[src/rtl/hls_macc_sched.sv]
// hls_macc_sched: round-robin scheduler sharing one hls_macc core among NREQ requesters, one job at a time.
module hls_macc_sched #(
    parameter int NREQ    = 4,
    parameter int TIMEOUT = 255
) (
    input  logic                 ap_clk,
    input  logic                 ap_rst,
    input  logic [NREQ-1:0]      req_valid,
    input  logic [32*NREQ-1:0]   req_i1,
    input  logic [32*NREQ-1:0]   req_i2,
    input  logic [32*NREQ-1:0]   req_i3,
    input  logic [32*NREQ-1:0]   req_i4,
    input  logic [32*NREQ-1:0]   req_i6,
    output logic [NREQ-1:0]      req_ready,
    output logic [31:0]          core_i1,
    output logic [31:0]          core_i2,
    output logic [31:0]          core_i3,
    output logic [31:0]          core_i4,
    output logic [31:0]          core_i6,
    output logic                 core_start,
    output logic                 core_rst,
    input  logic                 core_done,
    input  logic                 core_ready,
    input  logic [31:0]          core_o1,
    input  logic [31:0]          core_o2,
    input  logic                 core_o1_vld,
    input  logic                 core_o2_vld,
    output logic                 rsp_valid,
    input  logic                 rsp_ready,
    output logic [1:0]           rsp_id,
    output logic [31:0]          rsp_o1,
    output logic [31:0]          rsp_o2,
    output logic [1:0]           rsp_err,
    output logic [15:0]          job_cnt,
    output logic [7:0]           err_cnt
);
    typedef enum logic [1:0] {IDLE, RUN, RESP} state_t;
    state_t state_q, state_d;
    logic [1:0] last_q, gnt_idx;
    logic [7:0] cnt_q;
    logic seen1_q, seen2_q, grant, tmo, unused_ok;

    assign unused_ok  = core_ready;
    assign core_start = state_q == RUN;
    assign rsp_valid  = state_q == RESP;
    assign grant      = state_q == IDLE && |req_valid && !ap_rst;
    assign tmo        = cnt_q == 8'(TIMEOUT - 1);

    // descending scan so the nearest requester after last_q is the one left standing
    always_comb begin
        gnt_idx = last_q;
        for (int k = NREQ; k >= 1; k--)
            gnt_idx = req_valid[last_q + 2'(k)] ? last_q + 2'(k) : gnt_idx;
        req_ready = '0;
        req_ready[gnt_idx] = grant;
        state_d = grant ? RUN
                : (core_start && (core_done || tmo)) ? RESP
                : (rsp_valid && rsp_ready) ? IDLE : state_q;
    end

    always_ff @(posedge ap_clk) begin
        if (ap_rst) begin
            state_q  <= IDLE;
            last_q   <= 2'd3;
            cnt_q    <= '0;
            seen1_q  <= 1'b0;
            seen2_q  <= 1'b0;
            core_rst <= 1'b1;
            core_i1  <= '0;
            core_i2  <= '0;
            core_i3  <= '0;
            core_i4  <= '0;
            core_i6  <= '0;
            rsp_id   <= '0;
            rsp_o1   <= '0;
            rsp_o2   <= '0;
            rsp_err  <= '0;
            job_cnt  <= '0;
            err_cnt  <= '0;
        end else begin
            state_q  <= state_d;
            core_rst <= core_start && !core_done && tmo;
            if (grant) begin
                last_q  <= gnt_idx;
                rsp_id  <= gnt_idx;
                core_i1 <= req_i1[{gnt_idx, 5'd0} +: 32];
                core_i2 <= req_i2[{gnt_idx, 5'd0} +: 32];
                core_i3 <= req_i3[{gnt_idx, 5'd0} +: 32];
                core_i4 <= req_i4[{gnt_idx, 5'd0} +: 32];
                core_i6 <= req_i6[{gnt_idx, 5'd0} +: 32];
                cnt_q   <= '0;
                seen1_q <= 1'b0;
                seen2_q <= 1'b0;
                rsp_err <= '0;
                rsp_o1  <= '0;
                rsp_o2  <= '0;
            end
            if (core_start) begin
                cnt_q <= cnt_q + 8'd1;
                if (core_o1_vld) begin
                    rsp_o1  <= core_o1;
                    seen1_q <= 1'b1;
                end
                if (core_o2_vld) begin
                    rsp_o2  <= core_o2;
                    seen2_q <= 1'b1;
                end
                // done wins over a timeout landing in the same cycle
                if (core_done)
                    rsp_err <= {!(seen1_q || core_o1_vld) || !(seen2_q || core_o2_vld), 1'b0};
                else if (tmo) begin
                    rsp_err <= 2'b01;
                    rsp_o1  <= '0;
                    rsp_o2  <= '0;
                end
            end
            if (rsp_valid && rsp_ready) begin
                job_cnt <= job_cnt + 16'd1;
                if (|rsp_err && err_cnt != 8'hff)
                    err_cnt <= err_cnt + 8'd1;
            end
        end
    end
endmodule

[config.mk]
export PLATFORM = sky130hd
export DESIGN_NAME = hls_macc_sched
export DESIGN_NICKNAME = d
export VERILOG_FILES = /design/src/rtl/hls_macc_sched.sv
export SDC_FILE = /design/constraint.sdc
export NUM_CORES = 1
export LEC_CHECK = 0
export ABC_AREA = 1
export CORE_AREA = 2 2 375 377
export CTS_CLUSTER_SIZE = 10
export DETAILED_ROUTE_END_ITERATION = 8
export DIE_AREA = 0 0 377 379
export MAX_ROUTING_LAYER = met4
export PLACE_DENSITY = 0.3
export SYNTH_ARGS = -nofsm -noshare
export SYNTH_HDL_FRONTEND = slang
export SYNTH_SLANG_ARGS = --single-unit
[constraint.sdc]
create_clock -name ap_clk -period 2.11 [get_ports ap_clk]
set_clock_uncertainty 0.05 [all_clocks]
set_input_delay 0.211 -clock ap_clk [delete_from_list [all_inputs] [get_ports ap_clk]]
set_output_delay 0.211 -clock ap_clk [all_outputs]
set_load 0.01 [all_outputs]
# Word level (Yosys, flattened, before mapping)
# Index checks and enable logic that the tools add are counted.
totals:
  reg_bits: 267
  elab_cells: 99
  output_inout_bits: 259
  input_bits: 715
op_classes:
  n_shift: 5
  add_sub_neg: 6
  muxes: 36
  order_cmp: 5
  eq_ne: 4
  reduce_logical: 24
  bitwise_logic: 1
op_table:
  columns: ["op", "count"]
  rows:
  - ["variable part select 128 x 8 -> 32 bit", 5]
  - ["2-to-1 mux 32 bit", 10]
  - ["2-to-1 mux 2 bit", 9]
  - ["adder 16 x 1 -> 16 bit (second input constant)", 1]
  - ["adder 8 x 1 -> 8 bit (second input constant)", 2]
  - ["2-to-1 mux 8 bit", 2]
  - ["less-than comparator 2 x 3 -> 1 bit (second input constant)", 4]
  - ["2-to-1 mux 1 bit", 11]
  - ["equality test 8 bit (second input constant)", 1]
  - ["logical AND 1 bit", 8]
  - ["inequality test 8 bit (second input constant)", 1]
  - ["binary-select mux 1 bit (select 2 bit)", 3]
  - ["adder 2 bit (second input constant)", 2]
  - ["AND 4 bit", 1]
  - ["logical NOT 1 bit", 4]
  - ["logical OR 1 bit", 4]
  - ["nonzero test 2 bit", 2]
  - ["OR reduction 2 bit", 2]
  - ["OR reduction 4 bit", 1]
  - ["nonzero test 3 bit", 1]
  - ["adder 2 x 1 -> 2 bit (second input constant)", 1]
  - ["demux 1 bit (select 2 bit)", 1]
  - ["equality test 2 x 1 -> 1 bit (second input constant)", 1]
  - ["equality test 2 bit (second input constant)", 1]
  - ["other kinds (3)", 3]

# Logic depth before layout (Yosys ltp)
logic_depth:
  ltp_word: 11
  depth_mapped: 17
  mapped_depth_nobuf: 14

# Worst setup path after synthesis
# Ideal clock, no wire load.
synth_path:
  kind: "register to output"
  start: "register last_q[0]"
  end: "output port req_ready[0]"
  required_ps: 1849
  stages_incl_launch_ff: 14
  n_path_buf: 3
  arrival_ps: 1695
  path_slack_ps: 154
  path_cell_list: "dfxtp_1 > buf_6 > inv_4 > nand2_1 > nand2_2 > nand2_2 > nand2_1 > nor2_1 > nand2_1 > nand2_2 > inv_2 > buf_2 > buf_2 > nor3_1"
synth_between:
  elab_chain_cells: 11
  elab_cells_between_ends: 18
  classes_between: "3 x add/sub; 2 x order compare; 11 x mux; 1 x bitwise; 1 x reduce/logical"
synth_rtl:
  columns: ["element", "line", "rtl"]
  rows:
  - ["start, declared", "39", "logic [1:0] last_q, gnt_idx;"]
  - ["start signal, assigned", "84", "last_q <= gnt_idx;"]
  - ["adder 2 bit", "53", "gnt_idx = req_valid[last_q + 2'(k)] ? last_q + 2'(k) : gnt_idx;"]
  - ["binary-select mux 1 bit (select 2 bit)", "53", null]
  - ["2-to-1 mux 1 bit (not written as such)", "53", null]
  - ["2-to-1 mux 2 bit (2 in series)", "53", null]
  - ["2-to-1 mux 2 bit (*)", "53", null]
  - ["less-than comparator 2 x 3 -> 1 bit (not written as such) / >= comparator 2 x 1 -> 1 bit (equally long branches)", "55", "req_ready[gnt_idx] = grant;"]
  - ["logical AND 1 bit (not written as such)", "55", null]
  - ["2-to-1 mux 1 bit (not written as such)", "55", null]
  - ["demux 1 bit (select 2 bit) (*)", "55", null]
  - ["AND 4 bit (no line) (*)", null, null]
  - ["end, declared", "14", "output logic [NREQ-1:0] req_ready,"]
# Mark *: on every way between the ends. The rest lies on a longest branch, timed or not. The select of a mux whose other input is x is not followed.

# Worst setup path in the final report
# Ends and elaborated chain as after synthesis.

==> results.json <==
{
  "max-vdd-ir-drop_mv": 0.8154,
  "ys.flop_type": "dfxtp_1",
  "clock_power_share_pct": 13.7,
  "syn_avg_cell_area_um2": 6.106,
  "p_sw_share_pct": 44.43,
  "cts.sinks": 267,
  "period_needed_ns": 2.552,
  "drc": 0,
  "worstHoldPathCells": 3,
  "internal_power_uw": 31560,
  "drtIter0Drc": 808,
  "cp-startpoint": "last_q[0]$_SDFFE_PP1P_",
  "synth_seq_cells": 267,
  "comb_power_share_pct": 73.1,
  "fin_setup_tns_ns": -42.80,
  "track_usage_pct": 17.22,
  "vias": 21520,
  "slew_headroom_pct": 63.76,
  "syn_area_um2": 16050,
  "drive_gt1_share_pct": 16.70,
  "p_per_area_nw_per_um2": 1608,
  "max-cap-violations": 0,
  "post-place-ws_ns": -0.6163,
  "core_um2": 138800,
  "antenna_left": 0,
  "ys_seq_area_share_pct": 33.31,
  "p_switching_uw": 25240,
  "cts_tree": "built",
  "final_cell_mix": "966 x clkdlybuf4s50_1, 768 x nand2_1, 380 x inv_1",
  "setup_viol": 166,
  "power_uw": 56800,
  "areaGrowthSynthToFinish_pct": 120.1,
  "cp-start-kind": "flip-flop",
  "clockRootBuffer": "clkbuf_16",
  "ctsHoldBuffers": 0,
  "slew_violations": 0,
  "synthDistinctLibCells": 35,
  "fp.dieH_um": 379,
  "port_buffers": 972,
  "wire_per_inst_um": 22.12,
  "post-dp-hpwl_um": 89560,
  "leakagePower_uw": 0.01535,
  "worstReg2RegStart": "last_q[0]$_SDFFE_PP1P_",
  "hold_path_class": "primary input to flip-flop",
  "place_congestion": 0.8334,
  "start_util_pct": 11.56,
  "grt_pass1_wl_um": 170800,
  "worst_pin_slew_ns": 0.5436,
  "synth_nets": 3347,
  "cp.arrival_ns": 2.29,
  "std_cell_rows": 137,
  "utilization_pct": 25.44,
  "crit_path_end_kind": "primary output",
  "status": "complete, but fails checks",
  "final_common_cell": "clkdlybuf4s50_1",
  "htree_levels": 2,
  "die_area_um2": 142900,
  "synth_edf_count": 0,
  "worstRegToRegCells": 16,
  "nets": 4493,
  "path_max_fanout": 7,
  "antenna_found_initial": 42,
  "cts_buffers": 44,
  "violations": "setup timing",
  "post-route-period-util_pct": 120.9,
  "die_w_um": 377,
  "finalHoldWorstSlack_ns": 0.1309,
  "syn_inst": 2628,
  "overflow": 0,
  "r2r_slack_ns": -0.40,
  "ios": 974,
  "power_frac_seq_pct": 13.3,
  "grt_pass1_vias": 22740,
  "ys_warn_count": 0,
  "finalWorstSetupSlack_ns": -0.4420,
  "grt_max_degree": 68,
  "worst_hold_startpoint": "core_o1[10]",
  "grt_setup_unrepaired": "true",
  "synth_top_area_cell": "dfxtp_1",
  "crit_type": "flip-flop to primary output",
  "synth_area_leaders": "dfxtp_1 33%, nand2_1 20%, nand3_1 12%",
  "drt-vias-per-instance": 3.806,
  "fmax_mhz": 391.8,
  "synthDominantCellAreaShare_pct": 33.31,
  "clockBufferDepth": 3,
  "clk_pin_slew_ns": 0.06,
  "worstPathRequired_ns": 1.85,
  "hold_viol": 0,
  "drt_first_pass_iters": 5,
  "synthArstFlopShare_pct": 0,
  "drt_wl_total_um": 125100,
  "clk_latency_ns": 0.62
}
## cell type report
type | count | area (um2)
repair buffers | 1285 | 15010
fillers | 15450 | 103500
well taps | 1807 | 2261
flip-flops and latches | 267 | 5350
diodes | 39 | 97.59
multi-input cells | 1788 | 9610
clock buffers | 63 | 1262
clock inverters | 17 | 246.5
inverters | 388 | 1480
## cell families after synthesis
group	share of synthesized area (%)
AO/OA/AOI/OAI	8.359
flip-flops	33.31
adder cells (fa/ha/maj)	0.3119
buffers and inverters	14.69
XOR/XNOR	0.2183
AND/OR/NAND/NOR	43.11
## repair_timing
item	4_1_cts	5_1_grt
cloned	60	9
gates resized for setup	409	127
pin swaps	230	68
endpoints found under the setup margin	167	174
buffers inserted	68	18
## per-stage QoR
step                area (um2)  std cells
CTS                      34550       5598
global route             35320       5653
global placement         29100       5392
finish                   35320       5654
detailed placement       29100       5392
floorplan                16050       2628
## Yosys cell counts (2+ instances only)
cell      number
buf_2        115
nand3b_1     112
buf_4          8
nor4_1         2
buf_6          4
dfxtp_1      267
clkbuf_1      49
nand2_2        3
o21a_1         3
ha_1           4
inv_1        383
nand2_1      838
nand3_1      389
buf_1          9
a211oi_1       4
inv_2          4
nand4_1        2
xor2_1         4
nor2_1       143
o21ai_0       17
o211ai_1      92
a21oi_1       92
nor3_1        72
## worst max-delay path, stage by stage, from the launching register on
cell and delay, ns:
dfxtp_4 0.39, buf_12 0.13, inv_8 0.05, nand2_4 0.05, nand2_4 0.07, nand2_1 0.07
nand2_1 0.06, nand2_2 0.11, buf_6 0.11, nand3_4 0.09, nand2_8 0.12, inv_8 0.05
nor3_4 0.13, buf_6 0.13, buf_6 0.09
## worst paths after layout
path,endpoint
worst min register to register,core_i6[16]$_SDFFE_PP0P_
worst max register to register,core_i2[4]$_SDFFE_PP0P_
worst max-delay path,req_ready[0]
worst min-delay path,rsp_o1[10]$_SDFF_PP0_
## power groups by stage
stage | registers, uW | logic [uW] | clock network, uW
3_3_place_gp | 7600 | 28100 | 0
3_5_place_dp | 7580 | 28000 | 0
5_1_grt | 7710 | 45000 | 8310
6_report | 7530 | 41500 | 7770
4_1_cts | 7540 | 40100 | 8180
2_1_floorplan | 8060 | 13000 | 0
## state kept, by name, summed over array words and instances, names as in the netlist
| signal | flops |
|---|---|
| core_i1 | 32 |
| core_i2 | 32 |
| core_i3 | 32 |
| core_i4 | 32 |
| core_i6 | 32 |
| rsp_o1 | 32 |
| rsp_o2 | 32 |
| job_cnt | 16 |
| cnt_q | 8 |
| err_cnt | 8 |
| last_q | 2 |
| rsp_err | 2 |
| rsp_id | 2 |
| state_q | 2 |
| core_rst | 1 |
| seen1_q | 1 |
| seen2_q | 1 |
## per-layer routing
layer	global-route usage [%]	part of all wire, %	vias to the layer above
met1	18.48	39	10060
li1	-	-	10700
met2	29.97	51	652
met4	5.057	2.1	0
met3	5.781	8.0	102
met5	-	0	-
(Power assumes the default switching activity.)
